[config.mk]
export PLATFORM = sky130hd
export DESIGN_NAME = sme_rng_source
export DESIGN_NICKNAME = d
export VERILOG_FILES = /design/src/rtl/sme_pkg.sv /design/src/rtl/sme_rng_lane.sv /design/src/rtl/sme_rng_source.sv
export SDC_FILE = /design/constraint.sdc
export NUM_CORES = 1
export LEC_CHECK = 0
export BUFFER_PORTS_ARGS = -buffer_cell sky130_fd_sc_hd__buf_2
export CELL_PAD_IN_SITES_DETAIL_PLACEMENT = 2
export CELL_PAD_IN_SITES_GLOBAL_PLACEMENT = 2
export CORE_MARGIN = 2
export CORE_UTILIZATION = 35
export DETAILED_ROUTE_END_ITERATION = 6
export PLACE_DENSITY_LB_ADDON = 0.1
export SLEW_MARGIN = 20
export SYNTH_ARGS = -nofsm -noshare
export SYNTH_HDL_FRONTEND = slang
export SYNTH_HIERARCHICAL = 1
export SYNTH_SLANG_ARGS = --single-unit
[constraint.sdc]
create_clock -name g_clk -period 4.95 [get_ports g_clk]
set_clock_uncertainty 0.2 [all_clocks]
set_input_delay 0.7425 -clock g_clk [delete_from_list [all_inputs] [get_ports g_clk]]
set_output_delay 0.7425 -clock g_clk [all_outputs]
set_load 0.01 [all_outputs]
[src/rtl/sme_pkg.sv]
// Shared SME definitions: data width, rng lane constants, FSM state encoding
// and the xorshift32 step used by every randomness lane.
package sme_pkg;

  localparam int XLEN = 32;

  // Lane d substitutes SME_RNG_CONST[d] whenever its state would become zero.
  localparam logic [7:0][31:0] SME_RNG_CONST = {
    32'h1F83D9AB, 32'h9B05688C, 32'h510E527F, 32'hA54FF53A,
    32'h3C6EF372, 32'hBB67AE85, 32'h7F4A7C15, 32'h9E3779B9
  };

  typedef enum logic [1:0] {
    SME_RNG_IDLE,
    SME_RNG_LOAD,
    SME_RNG_WARM,
    SME_RNG_RUN
  } sme_rng_state_t;

  function automatic logic [31:0] sme_rng_step(input logic [31:0] x);
    logic [31:0] t;
    t = x ^ (x << 13);
    t = t ^ (t >> 17);
    t = t ^ (t << 5);
    return t;
  endfunction

endpackage

[src/rtl/sme_rng_lane.sv]
// One xorshift32 randomness lane: load, step and seed-mix with zero guard.
// A step and a mix on the same edge apply the step first, then xor the seed.
module sme_rng_lane
  import sme_pkg::*;
#(
  parameter int LANE = 0
) (
  input  logic            g_clk,
  input  logic            g_reset,
  input  logic            step,
  input  logic            load,
  input  logic            mix,
  input  logic [XLEN-1:0] seed,
  output logic [XLEN-1:0] state
);

  logic [XLEN-1:0] state_reg;
  logic [XLEN-1:0] stepped;
  logic [XLEN-1:0] state_next;

  always_comb begin
    stepped    = step ? sme_rng_step(state_reg) : state_reg;
    state_next = load ? seed : (mix ? (stepped ^ seed) : stepped);
  end

  always_ff @(posedge g_clk or posedge g_reset) begin
    if (g_reset) begin
      state_reg <= '0;
    end else if (load || step || mix) begin
      state_reg <= (state_next == '0) ? SME_RNG_CONST[LANE] : state_next;
    end
  end

  assign state = state_reg;

endmodule

[src/rtl/sme_rng_source.sv]
// Masking-randomness source: D xorshift lanes seeded word by word, warmed up,
// then advanced per draw, requesting a reseed once the draw budget is spent.
module sme_rng_source
  import sme_pkg::*;
#(
  parameter int D               = 2,
  parameter int WARMUP          = 16,
  parameter int RESEED_INTERVAL = 1024
) (
  input  logic                   g_clk,
  input  logic                   g_reset,
  output logic                   g_clk_req,
  input  logic                   seed_valid,
  output logic                   seed_ready,
  input  logic [XLEN-1:0]        seed_data,
  input  logic                   en,
  output logic [D-1:0][XLEN-1:0] rng,
  output logic                   rng_valid,
  output logic                   reseed_req
);

  localparam int IDX_W  = (D > 1) ? $clog2(D) : 1;
  localparam int WARM_W = (WARMUP > 1) ? $clog2(WARMUP) : 1;
  localparam int DRAW_W = $clog2(RESEED_INTERVAL + 1);

  localparam logic [IDX_W-1:0]  LAST_IDX  = IDX_W'(D - 1);
  localparam logic [WARM_W-1:0] WARM_INIT = WARM_W'((WARMUP > 0) ? WARMUP - 1 : 0);
  localparam logic [DRAW_W-1:0] DRAW_MAX  = DRAW_W'(RESEED_INTERVAL);

  sme_rng_state_t    state_reg;
  logic [IDX_W-1:0]  seed_idx_reg;
  logic [WARM_W-1:0] warm_cnt_reg;
  logic [DRAW_W-1:0] draw_cnt_reg;
  logic              rng_valid_reg;
  logic              reseed_req_reg;
  logic              seed_ready_reg;

  logic seed_hs;
  logic last_word;
  logic loading;
  logic mixing;
  logic step_all;

  assign seed_hs   = seed_valid && seed_ready_reg;
  assign last_word = (seed_idx_reg == LAST_IDX);
  assign loading   = seed_hs && ((state_reg == SME_RNG_IDLE) || (state_reg == SME_RNG_LOAD));
  assign mixing    = seed_hs && (state_reg == SME_RNG_RUN);
  // Draws are ignored until the lanes hold warmed-up randomness.
  assign step_all  = (state_reg == SME_RNG_WARM) || ((state_reg == SME_RNG_RUN) && en);

  for (genvar gi = 0; gi < D; gi++) begin : g_lane
    sme_rng_lane #(
      .LANE(gi)
    ) u_lane (
      .g_clk  (g_clk),
      .g_reset(g_reset),
      .step   (step_all),
      .load   (loading && (seed_idx_reg == IDX_W'(gi))),
      .mix    (mixing && (seed_idx_reg == IDX_W'(gi))),
      .seed   (seed_data),
      .state  (rng[gi])
    );
  end

  always_ff @(posedge g_clk or posedge g_reset) begin
    if (g_reset) begin
      state_reg      <= SME_RNG_IDLE;
      seed_idx_reg   <= '0;
      warm_cnt_reg   <= '0;
      draw_cnt_reg   <= '0;
      rng_valid_reg  <= 1'b0;
      reseed_req_reg <= 1'b0;
      seed_ready_reg <= 1'b1;
    end else begin
      case (state_reg)
        SME_RNG_IDLE, SME_RNG_LOAD: begin
          if (seed_hs) begin
            if (last_word) begin
              seed_idx_reg <= '0;
              if (WARMUP == 0) begin
                state_reg     <= SME_RNG_RUN;
                rng_valid_reg <= 1'b1;
              end else begin
                state_reg      <= SME_RNG_WARM;
                warm_cnt_reg   <= WARM_INIT;
                seed_ready_reg <= 1'b0;
              end
            end else begin
              seed_idx_reg <= seed_idx_reg + 1'b1;
              state_reg    <= SME_RNG_LOAD;
            end
          end
        end
        SME_RNG_WARM: begin
          if (warm_cnt_reg == '0) begin
            state_reg      <= SME_RNG_RUN;
            rng_valid_reg  <= 1'b1;
            seed_ready_reg <= 1'b1;
          end else begin
            warm_cnt_reg <= warm_cnt_reg - 1'b1;
          end
        end
        SME_RNG_RUN: begin
          if (en) begin
            if (draw_cnt_reg != DRAW_MAX) begin
              draw_cnt_reg <= draw_cnt_reg + 1'b1;
            end
            if (draw_cnt_reg >= (DRAW_MAX - 1'b1)) begin
              reseed_req_reg <= 1'b1;
            end
          end
          // Completing a reseed clears the budget even if a draw lands on the same edge.
          if (seed_hs) begin
            if (last_word) begin
              seed_idx_reg   <= '0;
              draw_cnt_reg   <= '0;
              reseed_req_reg <= 1'b0;
            end else begin
              seed_idx_reg <= seed_idx_reg + 1'b1;
            end
          end
        end
        default: state_reg <= SME_RNG_IDLE;
      endcase
    end
  end

  assign seed_ready = seed_ready_reg;
  assign rng_valid  = rng_valid_reg;
  assign reseed_req = reseed_req_reg;
  assign g_clk_req  = (state_reg == SME_RNG_LOAD) || (state_reg == SME_RNG_WARM) || en || seed_valid;

endmodule

==> results.ini, run 1 <==
[finish]
layout_common_cells=nand2_1 (135), buf_2 (103), dfrtp_1 (84)
drive_gt1_share_pct=19.8
syn_to_final_growth_pct=13.3
final_common_cell=nand2_1
antenna_cells=0
nFillCells=2834
largest_reg_flops=64
final_core_util_pct=40.0
nets=1113

[critical_path]
startpoint=state_reg[0]$_DFFE_PP0P_
cp.depth=14
critical_path_required_ns=5.02
cp_max_fo=28
cp_slowest_cell=nor4_1
r2r_cells=14
r2r_start=state_reg[0]$_DFFE_PP0P_
crit_family=simple AND/OR/NAND/NOR gates
worstPathArrival_ns=4.54
max_stage_delay_ns=0.56
cpMostUsedCell=inv_1
startpoint_type=register
critPathKind=register to register
crit_path_end_kind=register
reg2reg_to=g_lane[1].u_lane/state[26]$_DFFE_PP0P_
path_cells=inv_1 -> ha_1 -> inv_1 -> nand2_2 -> buf_4 -> nand2_1 -> mux2_2 -> xnor2_1 -> mux2i_1 -> a21o_1 -> nand4_1 -> nor4_1 -> nand4_4 -> o21ai_0
cp.buffers_inverters=3
endpoint=g_lane[1].u_lane/state[26]$_DFFE_PP0P_
reg2reg_slack_ns=0.48

[timing]
final_max_slew_viol_count=0
slew_headroom_pct=42.7
hold_violations=0
min_period_ns=4.47
worstMarginPinSlew_ns=0.858
rsz0062_at_grt=false
clock.fmax_ghz=0.224
setup_tns_ns=0
finalSetupViolations=0
finalCritPeriodShare_pct=90.2

[global_routing]
grt_pass1_wl_mm=50.8
first_global_vias=8174
overflow=0
antenna_found_initial=0
grt_max_degree=33
track_usage_pct=25.9

[routing]
ant_nets=0
drtIter0Drc=435
via_per_inst=5.62
wl_per_cell_um=23.3
routed_wl_mm=32.6
vias=7864
drt_pass1_iterations=4
drc=0

[clock_tree]
postCtsSetupRepairBufs=0
cts_buffer_depth=2
cts_tree=yes
ctsHtreeMaxLevel=3
clkSinkCount=85
post_cts_resized=0
clockRootBuffer=clkbuf_16
clk_transition_reported_paths_ns=0.07
cts_buffers=9
ctsHoldBuffers=0
clock_latency_ns=0.36

[status]
status=completed

[worst_hold_path]
hp-class=register to register

[floorplan]
start_util_pct=35.3
fp.dieW_um=160
fp.dieH_um=160
core_area_sq_um=24100
die_area_sq_um=25600
rows=57
io_pins=104

[yosys]
syn-num-nets=1041
synthArstFlopShare_pct=100
synth-edff-count=0
synthTopCellsByArea=dfrtp_1 (25%), xnor2_1 (7.6%), xnor3_1 (6.6%)
ys_seq_area_share_pct=25.0
synth_top_area_cell=dfrtp_1
ys.flop_type=dfrtp_1
ys_seq_elements=85
synth_top_area_share_pct=24.7
ys_warn_count=6
netlist_area_sq_um=8520
syn_inst=998
synth_cell_type_count=94
avgSynthCellArea_sq_um=8.54

[placement]
numPortBuffers=103
place_congestion=0.809
dp_hpwl_mm=25.1

[flow_run]
maxCapViolCount=0

-- worst min path at each step --
stage | cells past startpoint | slack (ns) | from | to
floorplan | 1 | 0.30 | rng_valid$_DFFE_PP0P_ | rng_valid$_DFFE_PP0P_
global placement | 1 | 0.24 | rng_valid$_DFFE_PP0P_ | rng_valid$_DFFE_PP0P_
detailed placement | 1 | 0.26 | rng_valid$_DFFE_PP0P_ | rng_valid$_DFFE_PP0P_
CTS | 1 | 0.28 | rng_valid$_DFFE_PP0P_ | rng_valid$_DFFE_PP0P_
global route | 1 | 0.30 | rng_valid$_DFFE_PP0P_ | rng_valid$_DFFE_PP0P_
finish | 1 | 0.27 | rng_valid$_DFFE_PP0P_ | rng_valid$_DFFE_PP0P_
-- kinds of logic (layout without fill, tap and decap cells) --
logic type	after synthesis	in the layout	share of synthesized area [%]
muxes	44	44	5.46
buffers and inverters	108	185	5.71
xor gates and xnor gates	154	154	22.3
adders and majority gates	7	7	1.03
AOI/OAI and AO/OA	214	214	17.1
and+or+nand+nor	386	386	23.5
DFF	85	85	25.0
-- routing by layer --
| metal | track usage, % | wire (um) | vias to the layer above |
|---|---|---|---|
| met4 | 5.12 | 444 | 0 |
| met3 | 2.73 | 804 | 21 |
| met5 | 0 | 0 | - |
| li1 | - | - | 3645 |
| met2 | 42.9 | 15600 | 127 |
| met1 | 36.9 | 15800 | 4071 |
-- stage by stage --
stage / cells / setup slack [ns] / hold WS [ns] / area, sq um
floorplan: 998 / 1.06 / 0.304 / 8520
global placement: 1383 / 0.541 / 0.243 / 9330
detailed placement: 1383 / 0.423 / 0.256 / 9330
CTS: 1399 / 0.451 / 0.277 / 9650
global route: 1399 / 0.127 / 0.305 / 9650
finish: 1399 / 0.483 / 0.274 / 9650
-- synthesized netlist by cell type (9+ instances only) --
cell type	number
nand2_1	136
a21oi_1	60
nand2b_1	24
buf_2	22
xor3_1	10
nand2_2	13
xnor2_1	74
dfrtp_1	84
and4b_1	9
nand3_1	14
mux2_2	19
nor3_1	25
clkbuf_1	33
xor2_1	39
o22ai_1	14
nand3b_1	9
xnor3_1	25
and2_1	14
nor2_1	70
o21ai_0	35
inv_1	38
mux2i_1	24
nor2b_1	12
-- final cells by class --
type	count	area (sq um)	area share, %
Tap cell	324	405	4.20
Clock buffer	11	243	2.52
Sequential cell	85	2130	22.1
Multi-Input combinational cell	805	5930	61.4
Timing Repair Buffer	130	718	7.44
Inverter	39	146	1.52
Clock inverter	5	82.6	0.856
Power of run 1 is not shown: default switching activity piles up to over one toggle a cycle in this logic, so the estimate is an artifact.
==> inputs of run 2 (changes only) <==
--- a/config.mk
+++ b/config.mk
@@ -8,8 +8,9 @@
 export BUFFER_PORTS_ARGS = -buffer_cell sky130_fd_sc_hd__buf_2
 export CELL_PAD_IN_SITES_DETAIL_PLACEMENT = 2
 export CELL_PAD_IN_SITES_GLOBAL_PLACEMENT = 2
+export CORE_ASPECT_RATIO = 0.6
 export CORE_MARGIN = 2
-export CORE_UTILIZATION = 35
+export CORE_UTILIZATION = 36
 export DETAILED_ROUTE_END_ITERATION = 6
 export PLACE_DENSITY_LB_ADDON = 0.1
 export SLEW_MARGIN = 20
==> results.ini, run 2 (synthesis results as in run 1) <==
[status]
status=completed

[finish]
syn_to_final_growth_pct=12.9
layout_common_cells=nand2_1 (135), buf_2 (103), dfrtp_1 (84)
drive_gt1_share_pct=19.8  ; about the same
nets=1114  ; +0.090%
final_common_cell=nand2_1
largest_reg_flops=64  ; unchanged
antenna_cells=0  ; unchanged

[worst_hold_path]
worstHoldStart=rng_valid$_DFFE_PP0P_
min_path_cells=1  ; unchanged
hp-class=register to register
hold_end=rng_valid$_DFFE_PP0P_

[critical_path]
r2r_start=state_reg[1]$_DFFE_PP0P_
reg2reg_slack_ns=0.57  ; +0.08 ns
cp_max_fo=18  ; -36%
critPathKind=register to register
r2r_cells=13  ; -1
startpoint_type=register
reg2reg_to=g_lane[1].u_lane/state[11]$_DFFE_PP0P_
crit_path_end_kind=register
critical_path_required_ns=5.03  ; about the same
worstPathArrival_ns=4.46  ; -0.08 ns

[placement]
dp_hpwl_mm=26.8  ; +6.9%
place_congestion=0.851  ; +5.3%
numPortBuffers=103  ; unchanged

[clock_tree]
cts_buffer_depth=2  ; unchanged
clockRootBuffer=clkbuf_16
cts_tree=yes
post_cts_resized=0  ; unchanged
ctsHtreeMaxLevel=3  ; unchanged
cts_buffers=9  ; unchanged
clock_latency_ns=0.37  ; about the same
ctsHoldBuffers=0  ; unchanged
clk_transition_reported_paths_ns=0.08  ; about the same
clkSinkCount=85  ; unchanged
postCtsSetupRepairBufs=0  ; unchanged

[floorplan]
fp.dieW_um=203  ; +27%
fp.dieH_um=123  ; -23%
die_area_sq_um=24900  ; -2.6%
rows=43  ; -25%
io_pins=104  ; unchanged
start_util_pct=36.7  ; +1.4 points
core_area_sq_um=23200  ; -3.8%

[timing]
setup_tns_ns=0  ; unchanged
hold_violations=0  ; unchanged
slew_headroom_pct=42.7  ; about the same
rsz0062_at_grt=false
finalCritPeriodShare_pct=88.6  ; -1.7 points
clock.fmax_ghz=0.228  ; +1.9%
final_max_slew_viol_count=0  ; unchanged
worstMarginPinSlew_ns=0.858  ; -0.000543 ns
finalSetupViolations=0  ; unchanged
min_period_ns=4.38  ; -0.0828 ns

[routing]
wl_per_cell_um=24.7  ; +6.0%
vias=8058  ; +2.5%
drc=0  ; unchanged
via_per_inst=5.79  ; +3.1%
drtIter0Drc=457  ; +5.1%
drt_pass1_iterations=4  ; unchanged
routed_wl_mm=34.4  ; +5.4%
ant_nets=0  ; unchanged

[global_routing]
grt_pass1_wl_mm=52.4  ; +3.1%
first_global_vias=8076  ; -1.2%
track_usage_pct=28.3  ; +2.4 points
overflow=0  ; unchanged
antenna_found_initial=0  ; unchanged
grt_max_degree=68  ; +110%

[flow_run]
maxCapViolCount=0  ; unchanged

-- run 2: worst max path at each step --
stage                                        start                                     end  slack, ns  cells after the start
after floorplan                         seed_valid  g_lane[1].u_lane/state[10]$_DFFE_PP0P_       1.06                     14
after global placement                  seed_valid  g_lane[1].u_lane/state[27]$_DFFE_PP0P_       0.74                     12
after detailed placement  state_reg[1]$_DFFE_PP0P_  g_lane[1].u_lane/state[27]$_DFFE_PP0P_       0.61                     14
after CTS                 state_reg[1]$_DFFE_PP0P_  g_lane[1].u_lane/state[11]$_DFFE_PP0P_       0.55                     14
after global routing      state_reg[1]$_DFFE_PP0P_  g_lane[1].u_lane/state[11]$_DFFE_PP0P_       0.30                     14
final                     state_reg[1]$_DFFE_PP0P_  g_lane[1].u_lane/state[11]$_DFFE_PP0P_       0.57                     13
-- run 2: per-layer routing --
layer	global-route usage (%)	routed length [um]	share of wire [%]	vias up
met5	0	0	0	-
met4	4.88	280	0.81	0
met3	4.85	2010	5.8	21
met2	40.7	14100	41	201
met1	44.3	18000	52	4185
li1	-	-	-	3651
-- run 2: layout make-up --
type                    count  area [sq um]
clock inverters             5          36.3
repair buffers            131           751
clock buffers              11           233
well taps                 315           394
inverters                  39           146
fillers                  2641         13600
multi-input cells         805          5930
flip-flops and latches     85          2130
-- run 2: stage by stage --
stage	cells	setup WS, ns	utilization, %	cell area, sq um	hold slack, ns
after global routing	1391	0.299	41.5	9620	0.323
after global placement	1375	0.737	40.3	9350	0.249
after CTS	1391	0.546	41.5	9620	0.299
after detailed placement	1375	0.613	40.3	9350	0.278
after floorplan	998	1.06	-	8520	0.304
final	1391	0.566	41.5	9620	0.296
-- run 2: critical path: stages, from the launching register on --
cell and delay (ns):
dfrtp_1 0.47, inv_1 0.11, ha_1 0.24, nor2_1 0.47
nor2b_4 0.24, or2_2 0.45, nand2_1 0.11, a32oi_1 0.10
a21bo_2 0.22, o311ai_1 0.11, or4bb_1 0.51, nor4_1 0.45
nand4_4 0.39, o21ai_0 0.21
Power of run 2 is left out for the same reason.
==> inputs of run 3 (changes only) <==
--- a/config.mk
+++ b/config.mk
@@ -5,14 +5,15 @@
 export SDC_FILE = /design/constraint.sdc
 export NUM_CORES = 1
 export LEC_CHECK = 0
-export BUFFER_PORTS_ARGS = -buffer_cell sky130_fd_sc_hd__buf_2
+export BUFFER_PORTS_ARGS = -buffer_cell sky130_fd_sc_hd__clkbuf_2
 export CELL_PAD_IN_SITES_DETAIL_PLACEMENT = 2
 export CELL_PAD_IN_SITES_GLOBAL_PLACEMENT = 2
-export CORE_ASPECT_RATIO = 0.6
+export CORE_ASPECT_RATIO = 1.4
 export CORE_MARGIN = 2
 export CORE_UTILIZATION = 36
 export DETAILED_ROUTE_END_ITERATION = 6
 export PLACE_DENSITY_LB_ADDON = 0.1
+export REMOVE_ABC_BUFFERS = 1
 export SLEW_MARGIN = 20
 export SYNTH_ARGS = -nofsm -noshare
 export SYNTH_HDL_FRONTEND = slang
==> results.ini, run 3 (synthesis results as in run 1) <==
[routing]
ant_nets=0  ; unchanged
drc=0  ; unchanged
vias=8005  ; -0.66%
via_per_inst=5.79  ; about the same
wl_per_cell_um=24.0  ; -3.0%
routed_wl_mm=33.2  ; -3.6%
drt_pass1_iterations=4  ; unchanged
drtIter0Drc=265  ; -42%

[floorplan]
io_pins=104  ; unchanged
rows=66  ; +53%
fp.dieH_um=186  ; +51%
start_util_pct=36.7  ; about the same
core_area_sq_um=23200  ; about the same
die_area_sq_um=24900  ; about the same
fp.dieW_um=134  ; -34%

[clock_tree]
cts_tree=yes
post_cts_resized=0  ; unchanged
cts_buffer_depth=2  ; unchanged
clock_latency_ns=0.36  ; about the same
clkSinkCount=85  ; unchanged
ctsHtreeMaxLevel=3  ; unchanged
clk_transition_reported_paths_ns=0.07  ; about the same
cts_buffers=9  ; unchanged
ctsHoldBuffers=0  ; unchanged
postCtsSetupRepairBufs=0  ; unchanged
clockRootBuffer=clkbuf_16

[finish]
nFillCells=2657  ; +0.61%
multi_input_area_sq_um=5930  ; unchanged
final_common_cell=nand2_1
antenna_cells=0  ; unchanged
final_core_util_pct=41.7  ; +0.27 points
largest_reg_flops=64  ; unchanged
final_cell_area_sq_um=9680  ; +0.72%
layout_common_cells=nand2_1 (135), clkbuf_2 (103), dfrtp_1 (84)
syn_to_final_growth_pct=13.7
nets=1114  ; unchanged
register_area_sq_um=2130  ; unchanged
drive_gt1_share_pct=20.0  ; +0.19 points

[global_routing]
grt_pass1_wl_mm=51.1  ; -2.4%
overflow=0  ; unchanged
track_usage_pct=27.3  ; -1.1 points
first_global_vias=8598  ; +6.5%
grt_max_degree=33  ; -51%
antenna_found_initial=0  ; unchanged

[critical_path]
worstPathArrival_ns=4.59  ; +0.13 ns
r2r_start=state_reg[1]$_DFFE_PP0P_
critPathKind=register to register
crit_path_end_kind=register
startpoint_type=register
reg2reg_to=g_lane[1].u_lane/state[22]$_DFFE_PP0P_
critical_path_required_ns=5.02  ; about the same
reg2reg_slack_ns=0.43  ; -0.13 ns
r2r_cells=14  ; +1
cp_max_fo=20  ; +2

[timing]
min_period_ns=4.52  ; +0.134 ns
slew_headroom_pct=40.8  ; -1.9 points
worstMarginPinSlew_ns=0.886  ; +0.0285 ns
clock.fmax_ghz=0.221  ; -3.0%
rsz0062_at_grt=false
final_max_slew_viol_count=0  ; unchanged
timing.hold.ws_ns=0.274  ; -0.0224 ns
finalCritPeriodShare_pct=91.3  ; +2.7 points
hold_violations=0  ; unchanged
finalSetupViolations=0  ; unchanged

[placement]
place_congestion=0.799  ; -6.1%
dp_hpwl_mm=25.8  ; -3.9%
numPortBuffers=103  ; unchanged
place_area_sq_um=9340  ; -0.12%

[flow_run]
maxCapViolCount=0  ; unchanged

[worst_hold_path]
min_path_cells=1  ; unchanged
worstHoldStart=rng_valid$_DFFE_PP0P_
hp-class=register to register
hold_end=rng_valid$_DFFE_PP0P_

[status]
status=completed

## run 3: cell count changes in the layout (fill, tap and decap cells not counted), sizes merged
cell	delta
clkbuf	+102
bufinv	+3
buf	-103
inv	-1
clkinv	-3
clkinvlp	+2
## run 3: how the worst max path moves through the flow
| stage | start | endpoint | slack (ns) | cells past startpoint |
|---|---|---|---|---|
| floorplan | seed_valid | g_lane[0].u_lane/state[0]$_DFFE_PP0P_ | -2.38 | 9 |
| global placement | seed_valid | g_lane[0].u_lane/state[0]$_DFFE_PP0P_ | 0.59 | 13 |
| detailed placement | state_reg[1]$_DFFE_PP0P_ | g_lane[1].u_lane/state[26]$_DFFE_PP0P_ | 0.50 | 14 |
| CTS | state_reg[1]$_DFFE_PP0P_ | g_lane[1].u_lane/state[22]$_DFFE_PP0P_ | 0.43 | 14 |
| global route | state_reg[0]$_DFFE_PP0P_ | g_lane[1].u_lane/state[22]$_DFFE_PP0P_ | 0.14 | 14 |
| finish | state_reg[1]$_DFFE_PP0P_ | g_lane[1].u_lane/state[22]$_DFFE_PP0P_ | 0.43 | 14 |
## run 3: stage by stage
stage               instances  TNS, ns  setup WS, ns
floorplan                 929   -53.90         -2.38
global placement         1366        0         0.588
detailed placement       1366        0         0.505
CTS                      1382        0         0.432
global route             1382        0         0.135
finish                   1382        0         0.432
## run 3: worst max-delay path, cell delays in order (launching register included)
cell and delay (ns):
dfrtp_1 0.44, inv_1 0.10, ha_1 0.22, nor2_1 0.46, nor2b_4 0.15, buf_4 0.24, or2_2 0.41, nand2_1 0.11
a32oi_1 0.11, a21bo_2 0.23, o311ai_1 0.09, or4bb_1 0.52, nor4_1 0.53, nand4_4 0.41, o21ai_0 0.21
## run 3: area by class of cell
cell class                      instances  share of cell area, %
Inverter                               39                   1.51
Timing Repair Buffer                  131                   7.75
Clock buffer                           10                   2.47
Tap cell                              306                   3.95
Sequential cell                        85                   22.0
Multi-Input combinational cell        805                   61.2
Clock inverter                          6                   1.14
## run 3: metal layers
layer / part of all wire [%] / vias to the layer above / global-route usage [%]
li1: - / 3647 / -
met1: 39 / 4135 / 30.0
met2: 54 / 159 / 51.9
met3: 2.7 / 64 / 2.86
met4: 4.5 / 0 / 13.2
met5: 0 / - / 0
Power of run 3 is left out for the same reason.
